### src/rtl/mul_pkg.sv
// Shared constants and types for the pipelined multiplier.
// Optional build macro MUL_SIGNED_EN selects two's-complement operands.
package mul_pkg;
  localparam int MUL_WIDTH   = 8;
  localparam int MUL_PROD_W  = 2 * MUL_WIDTH;
  localparam int MUL_LATENCY = 3;

  typedef logic [MUL_WIDTH-1:0]  operand_t;
  typedef logic [MUL_PROD_W-1:0] product_t;
endpackage

### src/rtl/mul_pp_sum.sv
// Combinational sum of WIDTH/2 shifted partial products starting at bit START of b_r.
// With MUL_SIGNED_EN defined, a_r is sign-extended and the product term for the
// multiplier's top bit is subtracted (two's-complement weight of the sign bit).
module mul_pp_sum #(
  parameter int WIDTH = 8,
  parameter int START = 0
) (
  input  logic [WIDTH-1:0]   a_r,
  input  logic [WIDTH-1:0]   b_r,
  output logic [2*WIDTH-1:0] sum
);
  localparam int N = WIDTH / 2;

  logic [2*WIDTH-1:0]          a_ext;
  logic [N-1:0][2*WIDTH-1:0]   pp;

`ifdef MUL_SIGNED_EN
  assign a_ext = {{WIDTH{a_r[WIDTH-1]}}, a_r};
`else
  assign a_ext = {{WIDTH{1'b0}}, a_r};
`endif

  // One gated, shifted copy of the multiplicand per multiplier bit.
  for (genvar i = 0; i < N; i++) begin : g_pp
    assign pp[i] = b_r[START+i] ? (a_ext << (START + i)) : '0;
  end

  // Adder chain across this half's partial products.
  always_comb begin
    sum = '0;
    for (int i = 0; i < N; i++) begin
`ifdef MUL_SIGNED_EN
      if (START + i == WIDTH - 1) sum = sum - pp[i];
      else                        sum = sum + pp[i];
`else
      sum = sum + pp[i];
`endif
    end
  end
endmodule

### src/rtl/pipelined_mul8.sv
// Three-stage shift-and-add multiplier: operand register, split partial-product
// sums, final add. One product per clock, fixed 3-edge latency, registered out.
// Optional build macro MUL_SIGNED_EN selects two's-complement arithmetic.
module pipelined_mul8
  import mul_pkg::*;
#(
  parameter int WIDTH = MUL_WIDTH
) (
  input  logic               clk,
  input  logic               rst,
  input  logic [WIDTH-1:0]   a,
  input  logic [WIDTH-1:0]   b,
  output logic [2*WIDTH-1:0] out
);
  logic [WIDTH-1:0]   a_r, b_r;
  logic [2*WIDTH-1:0] sum_lo, sum_hi;
  logic [2*WIDTH-1:0] s_lo, s_hi;

  mul_pp_sum #(.WIDTH(WIDTH), .START(0)) u_lo (
    .a_r (a_r),
    .b_r (b_r),
    .sum (sum_lo)
  );

  mul_pp_sum #(.WIDTH(WIDTH), .START(WIDTH/2)) u_hi (
    .a_r (a_r),
    .b_r (b_r),
    .sum (sum_hi)
  );

  // Stage 1: capture operands.
  always_ff @(posedge clk or posedge rst) begin
    if (rst) begin
      a_r <= '0;
      b_r <= '0;
    end else begin
      a_r <= a;
      b_r <= b;
    end
  end

  // Stage 2: register the low and high partial-product sums.
  always_ff @(posedge clk or posedge rst) begin
    if (rst) begin
      s_lo <= '0;
      s_hi <= '0;
    end else begin
      s_lo <= sum_lo;
      s_hi <= sum_hi;
    end
  end

  // Stage 3: final add into the output register.
  always_ff @(posedge clk or posedge rst) begin
    if (rst) out <= '0;
    else     out <= s_lo + s_hi;
  end
endmodule

### config.mk
export PLATFORM = sky130hd
export DESIGN_NAME = pipelined_mul8
export DESIGN_NICKNAME = d
export VERILOG_FILES = /design/src/rtl/mul_pkg.sv /design/src/rtl/mul_pp_sum.sv /design/src/rtl/pipelined_mul8.sv
export SDC_FILE = /design/constraint.sdc
export NUM_CORES = 1
export LEC_CHECK = 0
export ABC_AREA = 1
export CORE_MARGIN = 4
export CORE_UTILIZATION = 35
export DETAILED_ROUTE_END_ITERATION = 10
export DONT_BUFFER_PORTS = 1
export GPL_ROUTABILITY_DRIVEN = 0
export SLEW_MARGIN = 0
export SYNTH_ARGS = -nofsm -noshare
export SYNTH_HDL_FRONTEND = slang
export SYNTH_SLANG_ARGS = --single-unit
### constraint.sdc
create_clock -name clk -period 3.9 [get_ports clk]
set_clock_uncertainty 0.05 [all_clocks]
set_input_delay 1.17 -clock clk [delete_from_list [all_inputs] [get_ports clk]]
set_output_delay 1.17 -clock clk [all_outputs]
set_load 0.01 [all_outputs]
==> reports/results.txt, run 1 <==
Die ar. - 0.0132 mm²
Max_cap viols - 0
Largest net degree at the start of global routing - 38
Fin Setup TNS - 0 ns
Crit-path max FO - 8
Post-CTS sizing - 0
Synth Area in Compound Gates - 0.0318
Layout cells sized above 1 - 0.0397
Syn Inst Count - 503
Reg-to-Reg Start - a_r[3]
Seq cells post-synth - 57
GR Util met2 - 0.203
Critical path's top delay family - adder cells
Adder-cell area share of the yosys netlist - 0.250
Outcome - complete, no violations
R2R depth - 13
CP arrival - 3.16 ns
Reg2Reg Setup Slack - 0.90 ns
I/O Pins - 34
Synth area leaders - dfrtp_1 (36%), nand2_1 (14%), fa_1 (13%)
Met1 Usage GRT - 0.154
Antenna violations before repair - 0
CP max stage cell - fa_1
Fin util - 0.409
Unique masters post-synth - 18
Post-synth top area cell - dfrtp_1
Clock Pin Slew Worst Setup and Hold Paths - 0.05 ns
Yosys top cell area share - 0.356
Core area - 0.0110 mm²
Dpl cell area - 0.00413 mm²
Syn. warnings - 0
Vias in the first global route - 2,900
Vias - 2,810
Cell total after placement - 628
Largest family of logic cells by synthesized area - adder cells
NumNets Final - 581
Starting DRT DRC Count - 98
Worst Hold Path EP - out[2]
CTS Buffer Depth - 2
Antenna diodes - 0
Tmin final - 3.00 ns
Buf+Inv Stages, Crit Path - 4
Final Non-Filler Cells - 644
Peak VDD IR - 292 µV
Drt drc - 0
Worst hold stages - 0
Mapped Avg Cell Area - 7.97 µm²
Worst path cell trace - nand2_1 > inv_1 > fa_1 > inv_1 > fa_1 > inv_1 > ha_1 > inv_1 > fa_1 > o21ai_2 > nand3_1 > nand3_1 > nand2_1
Initial Util - 0.364
Reg2reg end - s_lo[11]
Num CTS Buffers - 9
Part of the cycle the worst path needs - 0.769
Unrepaired setup endpoints after global routing - no
CTS Root Cell - clkbuf_16
Synthesized area - 0.00401 mm²
Wire per inst - 11.1 µm
Final instance area - 0.00451 mm²
Die height - 115 µm
Count of input and output buffers - 0
CP Data Required Time - 4.06 ns
Global route overflow - 0
Hold_ws - 0.298 ns
Leak - 0.00277 µW
Hold_buf cts - 0
Hold WC Path Type - reg2reg
# Post-CTS Setup Buffers - 0
DR vias/cell - 4.36
Fillcell total - 1,101
Die width - 115 µm
Setup CP Type - reg2reg
CP max stage delay - 0.53 ns
Simple-gate share of the synthesized area - 0.195
Final wirelength - 7.17 mm
Clock Sinks - 57
Most frequent cell on the critical path - inv_1
Post-route ant nets - 0
Clk Latency, worst-skew pair - 0.33 ns
Seq/Total Area, Yosys - 0.356
Setup Viol. Count Final - 0
Layout area overhead - 12.4%
Most Crowded Layer GR - met2
Placed wire-length estimate - 5.77 mm
CTS tree - done
H-Tree Depth - 3
Post-synthesis mux area share - 0
Initial DRT Pass Iterations - 5
GRT Util Overall - 0.122
Max-slew violations - 0
Max transition margin - 0.492
First-pass GRT wire length - 12.9 mm
CP Capture Type - flop
Met3 Resource Use GR - 0.0337
Max Fclk - 334 MHz
Final hold violation count - 0
Mapped Nets - 585
PwrDens - 585 mW/mm²
Xor/xnor cell area share of the yosys netlist - 0.0262
Worst slew pin tran - 0.760 ns
CP Launch Type - flop
Cell Rows - 38
Hold_sp - s_lo[2]
-- state kept, by name, indices dropped and copies added, names as in the netlist --
register	flops
out	16
s_lo	13
s_hi	12
a_r	8
b_r	8
-- per-stage QoR --
step	power (µW)	setup WS, ns
after global routing	2860	0.696
final	2640	0.902
after global placement	1650	0.968
after CTS	2680	0.878
after detailed placement	1670	0.905
after floorplan	1490	1.02
-- worst max-delay path by stage --
stage,depth (start not counted),end,start
floorplan,14,s_lo[11],a_r[3]
global placement,13,s_lo[11],a_r[3]
detailed placement,13,s_lo[11],a_r[3]
CTS,13,s_lo[11],a_r[3]
global route,13,s_lo[11],a_r[3]
finish,13,s_lo[11],a_r[3]
-- power by group --
| group | internal (µW) | switching [µW] |
|---|---|---|
| sequential | 747 | 111 |
| clock | 709 | 280 |
| combinational | 300 | 489 |
| total | 1760 | 879 |
-- placed cells by master (no fill, tap or decap), types with 2 or more instances in the layout --
cell type    n
nand2_1    154
inv_1      134
dfrtp_1     57
ha_1        37
fa_1        27
nand3_1     25
nor2_1      13
a21oi_1     11
xor2_1      10
clkbuf_16    9
o21ai_0      6
bufinv_16    4
o21bai_1     3
nand4_1      3
xnor2_1      2
-- routing by layer --
layer  part of all wire  wire length [µm]
met1               0.48              3410
met2               0.47              3390
met3              0.040               285
met4              0.011                76
met5                  0                 0
-- synth_stat cells, drive strengths merged --
| library cell | count |
|---|---|
| xnor2 | 2 |
| a31oi | 1 |
| xor2 | 10 |
| nand3 | 26 |
| fa | 27 |
| o21bai | 3 |
| inv | 135 |
| o21ai | 8 |
| ha | 37 |
| nand2 | 154 |
| nand4 | 3 |
| dfrtp | 57 |
| a21oi | 11 |
| clkbuf | 16 |
| nor2 | 13 |
-- cell families (layout without fill, tap and decap cells) --
family                     Yosys count  after routing
xor gates and xnor gates            12             12
adders and majority gates           64             64
DFF                                 57             57
buffers and inverters              151            152
AOI/OAI and AO/OA                   23             23
and+or+nand+nor                    196            196
-- final cells by class --
class	count	area (µm²)	area share
multi-input cells	295	2020	0.447
flip-flops and latches	57	1430	0.316
inverters	135	507	0.112
clock buffers	10	239	0.0530
well taps	140	175	0.0388
clock inverters	6	138	0.0305
repair buffers	1	7.51	0.00166
Power figures use the tool's default switching activity.
==> run 2, diff against run 1 <==
clock period = 2.4 ns   (was 3.9 ns; I/O delays follow)
==> reports/results.txt, run 2 (synthesis results as in run 1) <==
Clk Latency, worst-skew pair - 0.34 ns
Worst path cell trace - buf_6 > nand2_2 > inv_1 > fa_1 > fa_1 > ha_4 > fa_2 > nand3_4 > a31oi_4 > o21ai_1 > nand2_1
Max reg flops - 16
First-pass GRT wire length - 14.0 mm
Clock Sinks - 57
Max-slew violations - 0
Starting DRT DRC Count - 111
Most common cell after layout, fill and taps aside - nand2_1
Largest registers - out x16, s_lo x13, s_hi x12
I/O Pins - 34
Antenna violations before repair - 0
Cell total after placement - 669
Hold WC Path Type - in2async
Most frequent cells in the layout - nand2_1 (142), inv_1 (119), dfrtp_1 (48)
Max_cap viols - 0
Unrepaired setup endpoints after global routing - yes
Initial Util - 0.364
Outcome - finished, violations left
Worst slew pin tran - 0.577 ns
Peak VDD IR - 759 µV
Dpl cell area - 0.00459 mm²
Crit-path max FO - 6
Most frequent cell on the critical path - fa_1
H-Tree Depth - 3
CP Launch Type - flop
Initial DRT Pass Iterations - 4
Die ar. - 0.0132 mm²
PwrDens - 845 mW/mm²
Max Fclk - 353 MHz
CP max stage cell - fa_1
Max transition margin - 0.615
Biggest register - out
Count of input and output buffers - 0
CTS tree - done
Part of the cycle the worst path needs - 1.18
Final Non-Filler Cells - 691
Setup Viol. Count Final - 17
Placed wire-length estimate - 6.27 mm
Final worst slack - -0.436 ns
Wire per inst - 11.8 µm
GRT Util Overall - 0.134
Fin Setup TNS - -5.41 ns
Final wirelength - 8.17 mm
Largest net degree at the start of global routing - 34
Num CTS Buffers - 9
Core area - 0.0110 mm²
Final instance area - 0.00516 mm²
Vias in the first global route - 3,085
CP arrival - 3.00 ns
Post-route ant nets - 0
Die width - 115 µm
Pre-CTS setup slack - -0.394 ns
CTS Root Cell - clkbuf_16
Hold_ws - 0.277 ns
NumNets Final - 628
CP Capture Type - flop
Drt drc - 0
Clock Pin Slew Worst Setup and Hold Paths - 0.06 ns
Cell Rows - 38
Fillcell total - 1,053
CP Data Required Time - 2.57 ns
DR vias/cell - 4.39
Global route overflow - 0
Setup CP Type - reg2reg
Final hold violation count - 0
CTS Buffer Depth - 2
Layout cells sized above 1 - 0.241
Vias - 3,034
Die height - 115 µm
Layout area overhead - 28.6%
Antenna diodes - 0
Tmin final - 2.84 ns
CP max stage delay - 0.53 ns
Violated checks - negative setup slack
Leak - 0.00296 µW
Reg-to-Reg Start - a_r[2]
Worst Setup SP - a_r[2]
## run 2: cell types whose count changed in the layout (fill, tap and decap cells not counted), sizes merged
cell | before | now
clkinvlp | 0 | 3
bufinv | 4 | 1
buf | 1 | 48
## run 2: path summary, 6_finish.rpt
path / endpoint / slack (ns) / cells after the start
setup / recovery: s_hi[13] / -0.44 / 11
hold / removal: out[1] / 0.28 / 1
setup reg to reg: s_hi[13] / -0.44 / 11
hold reg to reg: out[1] / 0.30 / 0
max in group asynchronous: s_hi[14] / 1.48 / 2
min in group clk: out[1] / 0.30 / 0
## run 2: where the power goes
part	total (µW)	switching, µW	leakage (µW)	internal, µW
Clock	1290	463	0.000141	832
Sequential	1380	165	0.000676	1220
Combinational	1680	959	0.00214	726
Total	4360	1590	0.00296	2770
## run 2: layout make-up
cell class                 count  area (µm²)  share of cell area
inverter                     135         507              0.0983
timing repair buffer          48         414              0.0803
clock inverter                 6        66.3              0.0129
sequential                    57        1440               0.279
multi-input combinational    295        2320               0.450
tap                          140         175              0.0340
clock buffer                  10         239              0.0463
## run 2: timing repair
item                       in CTS  in global routing
buffers inserted                2                  4
gates cloned                    0                  0
setup endpoints to repair      17                 17
hold buffers                    0                  0
gates resized for setup        29                 32
pin swaps                      16                 29
## run 2: per-stage QoR
step                      utilization  total power (µW)
final                           0.468              4360
after CTS                       0.455              4320
after floorplan                     -              2530
after detailed placement        0.416              2930
after global placement          0.416              2910
after global routing            0.468              4730
## run 2: worst max-delay path, delay by kind of cell (launching register included)
family	cells	cell delay [ns]
adders and majority gates	4	1.60
DFF	1	0.45
AOI/OAI and AO/OA	2	0.23
and+or+nand+nor	3	0.21
buffers and inverters	2	0.17
## run 2: metal layers
| layer | vias up | routed length, µm | part of all wire | GRT usage |
|---|---|---|---|---|
| li1 | 1552 | - | - | - |
| met1 | 1415 | 3760 | 0.46 | 0.172 |
| met2 | 56 | 3940 | 0.48 | 0.217 |
| met3 | 11 | 350 | 0.043 | 0.0374 |
| met4 | 0 | 115 | 0.014 | 0.0477 |
| met5 | - | 0 | 0 | 0 |
==> run 3, diff against run 2 <==
clock period = 2.6 ns   (was 2.4 ns; I/O delays follow)
==> reports/results.txt, run 3 (synthesis results as in run 1) <==
NumNets Final - 628
Internal Power - 2570 µW
Max Fclk - 355 MHz
CP Capture Type - flop
Switching portion of total power - 0.364
Violated checks - negative setup slack
Fin Setup TNS - -1.98 ns
Global route overflow - 0
Most frequent cells in the layout - nand2_1 (131), inv_1 (115), dfrtp_1 (46)
Clock Sinks - 57
Starting DRT DRC Count - 94
Vias in the first global route - 3,203
Final wirelength - 8.11 mm
Pre-CTS setup slack - -0.254 ns
Multi-input gate area in the final layout - 0.00238 mm²
Most common cell after layout, fill and taps aside - nand2_1
Wire per inst - 11.7 µm
Setup CP Type - reg2reg
Max-slew violations - 0
Net switching power - 1470 µW
Clock Pin Slew Worst Setup and Hold Paths - 0.05 ns
Vias - 3,015
PwrDens - 775 mW/mm²
Hold WC Path Type - reg2reg
Largest registers - out x16, s_lo x13, s_hi x12
Max transition margin - 0.613
CTS Buffer Depth - 2
Clk Latency, worst-skew pair - 0.32 ns
Final worst slack - -0.215 ns
Setup Viol. Count Final - 15
H-Tree Depth - 3
Initial Util - 0.364
Cell Rows - 38
Register area - 0.00144 mm²
Part of the cycle the worst path needs - 1.08
I/O Pins - 34
First-pass GRT wire length - 13.9 mm
Biggest register - out
Clock share of power - 0.293
Count of input and output buffers - 0
Core area - 0.0110 mm²
Fillcell total - 1,060
Outcome - finished, violations left
Layout cells sized above 1 - 0.278
GRT Util Overall - 0.132
Die ar. - 0.0132 mm²
DR vias/cell - 4.36
Placed wire-length estimate - 6.24 mm
Peak VDD IR - 552 µV
Post-route ant nets - 0
CTS Root Cell - clkbuf_16
Worst slew pin tran - 0.579 ns
Fin util - 0.473
Num CTS Buffers - 9
CP Data Required Time - 2.81 ns
Leak - 0.00297 µW
Max_cap viols - 0
CP Launch Type - flop
Layout area overhead - 30.1%
Drt drc - 0
Largest net degree at the start of global routing - 34
CTS tree - done
Initial DRT Pass Iterations - 4
Die height - 115 µm
Tmin final - 2.82 ns
Hold_ws - 0.297 ns
Final hold violation count - 0
CP arrival - 3.03 ns
Unrepaired setup endpoints after global routing - yes
Gate power share - 0.391
Crit-path max FO - 6
Die width - 115 µm
Flop pwr share - 0.317
Max reg flops - 16
Antenna violations before repair - 0
Antenna diodes - 0
==> run 3: power groups by stage <==
stage          Clock, µW  Sequential (µW)  Combinational (µW)
6_report            1180             1280                1580
5_1_grt             1260             1310                1800
4_1_cts             1220             1280                1440
3_5_place_dp           0             1300                1390
3_3_place_gp           0             1290                1360
2_1_floorplan          0             1250                1070
==> run 3: path summary, 6_finish.rpt <==
path	start	end	slack (ns)	cells past startpoint
max reg2reg	a_r[2]	s_lo[9]	-0.22	13
min	s_lo[0]	out[0]	0.30	0
max in group asynchronous	rst	s_hi[14]	1.60	2
min reg2reg	s_lo[0]	out[0]	0.30	0
max	a_r[2]	s_lo[9]	-0.22	13
min in group asynchronous	rst	out[3]	0.35	1
==> run 3: final cells by class <==
class	instances	share of cell area
multi-input combinational	295	0.455
sequential	57	0.276
inverter	135	0.0971
timing repair buffer	48	0.0794
clock buffer	10	0.0458
tap	140	0.0336
clock inverter	6	0.0127
==> run 3: timing repair <==
action | 4_1_cts | 5_1_grt
setup buffers | 4 | 8
resized for setup | 29 | 64
hold buffers | 0 | 0
setup endpoints to repair | 16 | 16
pin swaps | 18 | 37
hold endpoints to repair | 0 | 0
==> run 3: worst max-delay path, cell delays in order (launching register included) <==
cell and delay, ns:
dfrtp_2 0.47, buf_6 0.15, nand2_4 0.04, inv_2 0.03, fa_1 0.51, inv_2 0.04, fa_2 0.48, buf_6 0.14
fa_2 0.41, o21ai_4 0.17, nand2_2 0.09, nand2_2 0.08, nand2_2 0.04, nand2_1 0.06
==> run 3: per-layer routing <==
| metal | vias to the layer above | routed length [µm] | share of wire | GRT usage |
|---|---|---|---|---|
| met5 | - | 0 | 0 | 0 |
| met2 | 43 | 4060 | 0.50 | 0.226 |
| met3 | 9 | 259 | 0.032 | 0.0353 |
| met1 | 1405 | 3680 | 0.45 | 0.164 |
| li1 | 1558 | - | - | - |
| met4 | 0 | 117 | 0.014 | 0.0383 |
==> run 3: stage by stage <==
step,instances,area (µm²),total power (µW)
3_3_place_gp,665,4540,2660
3_5_place_dp,665,4540,2680
4_1_cts,685,4950,3940
5_1_grt,691,5220,4380
6_report,691,5220,4040
2_1_floorplan,503,4180,2320
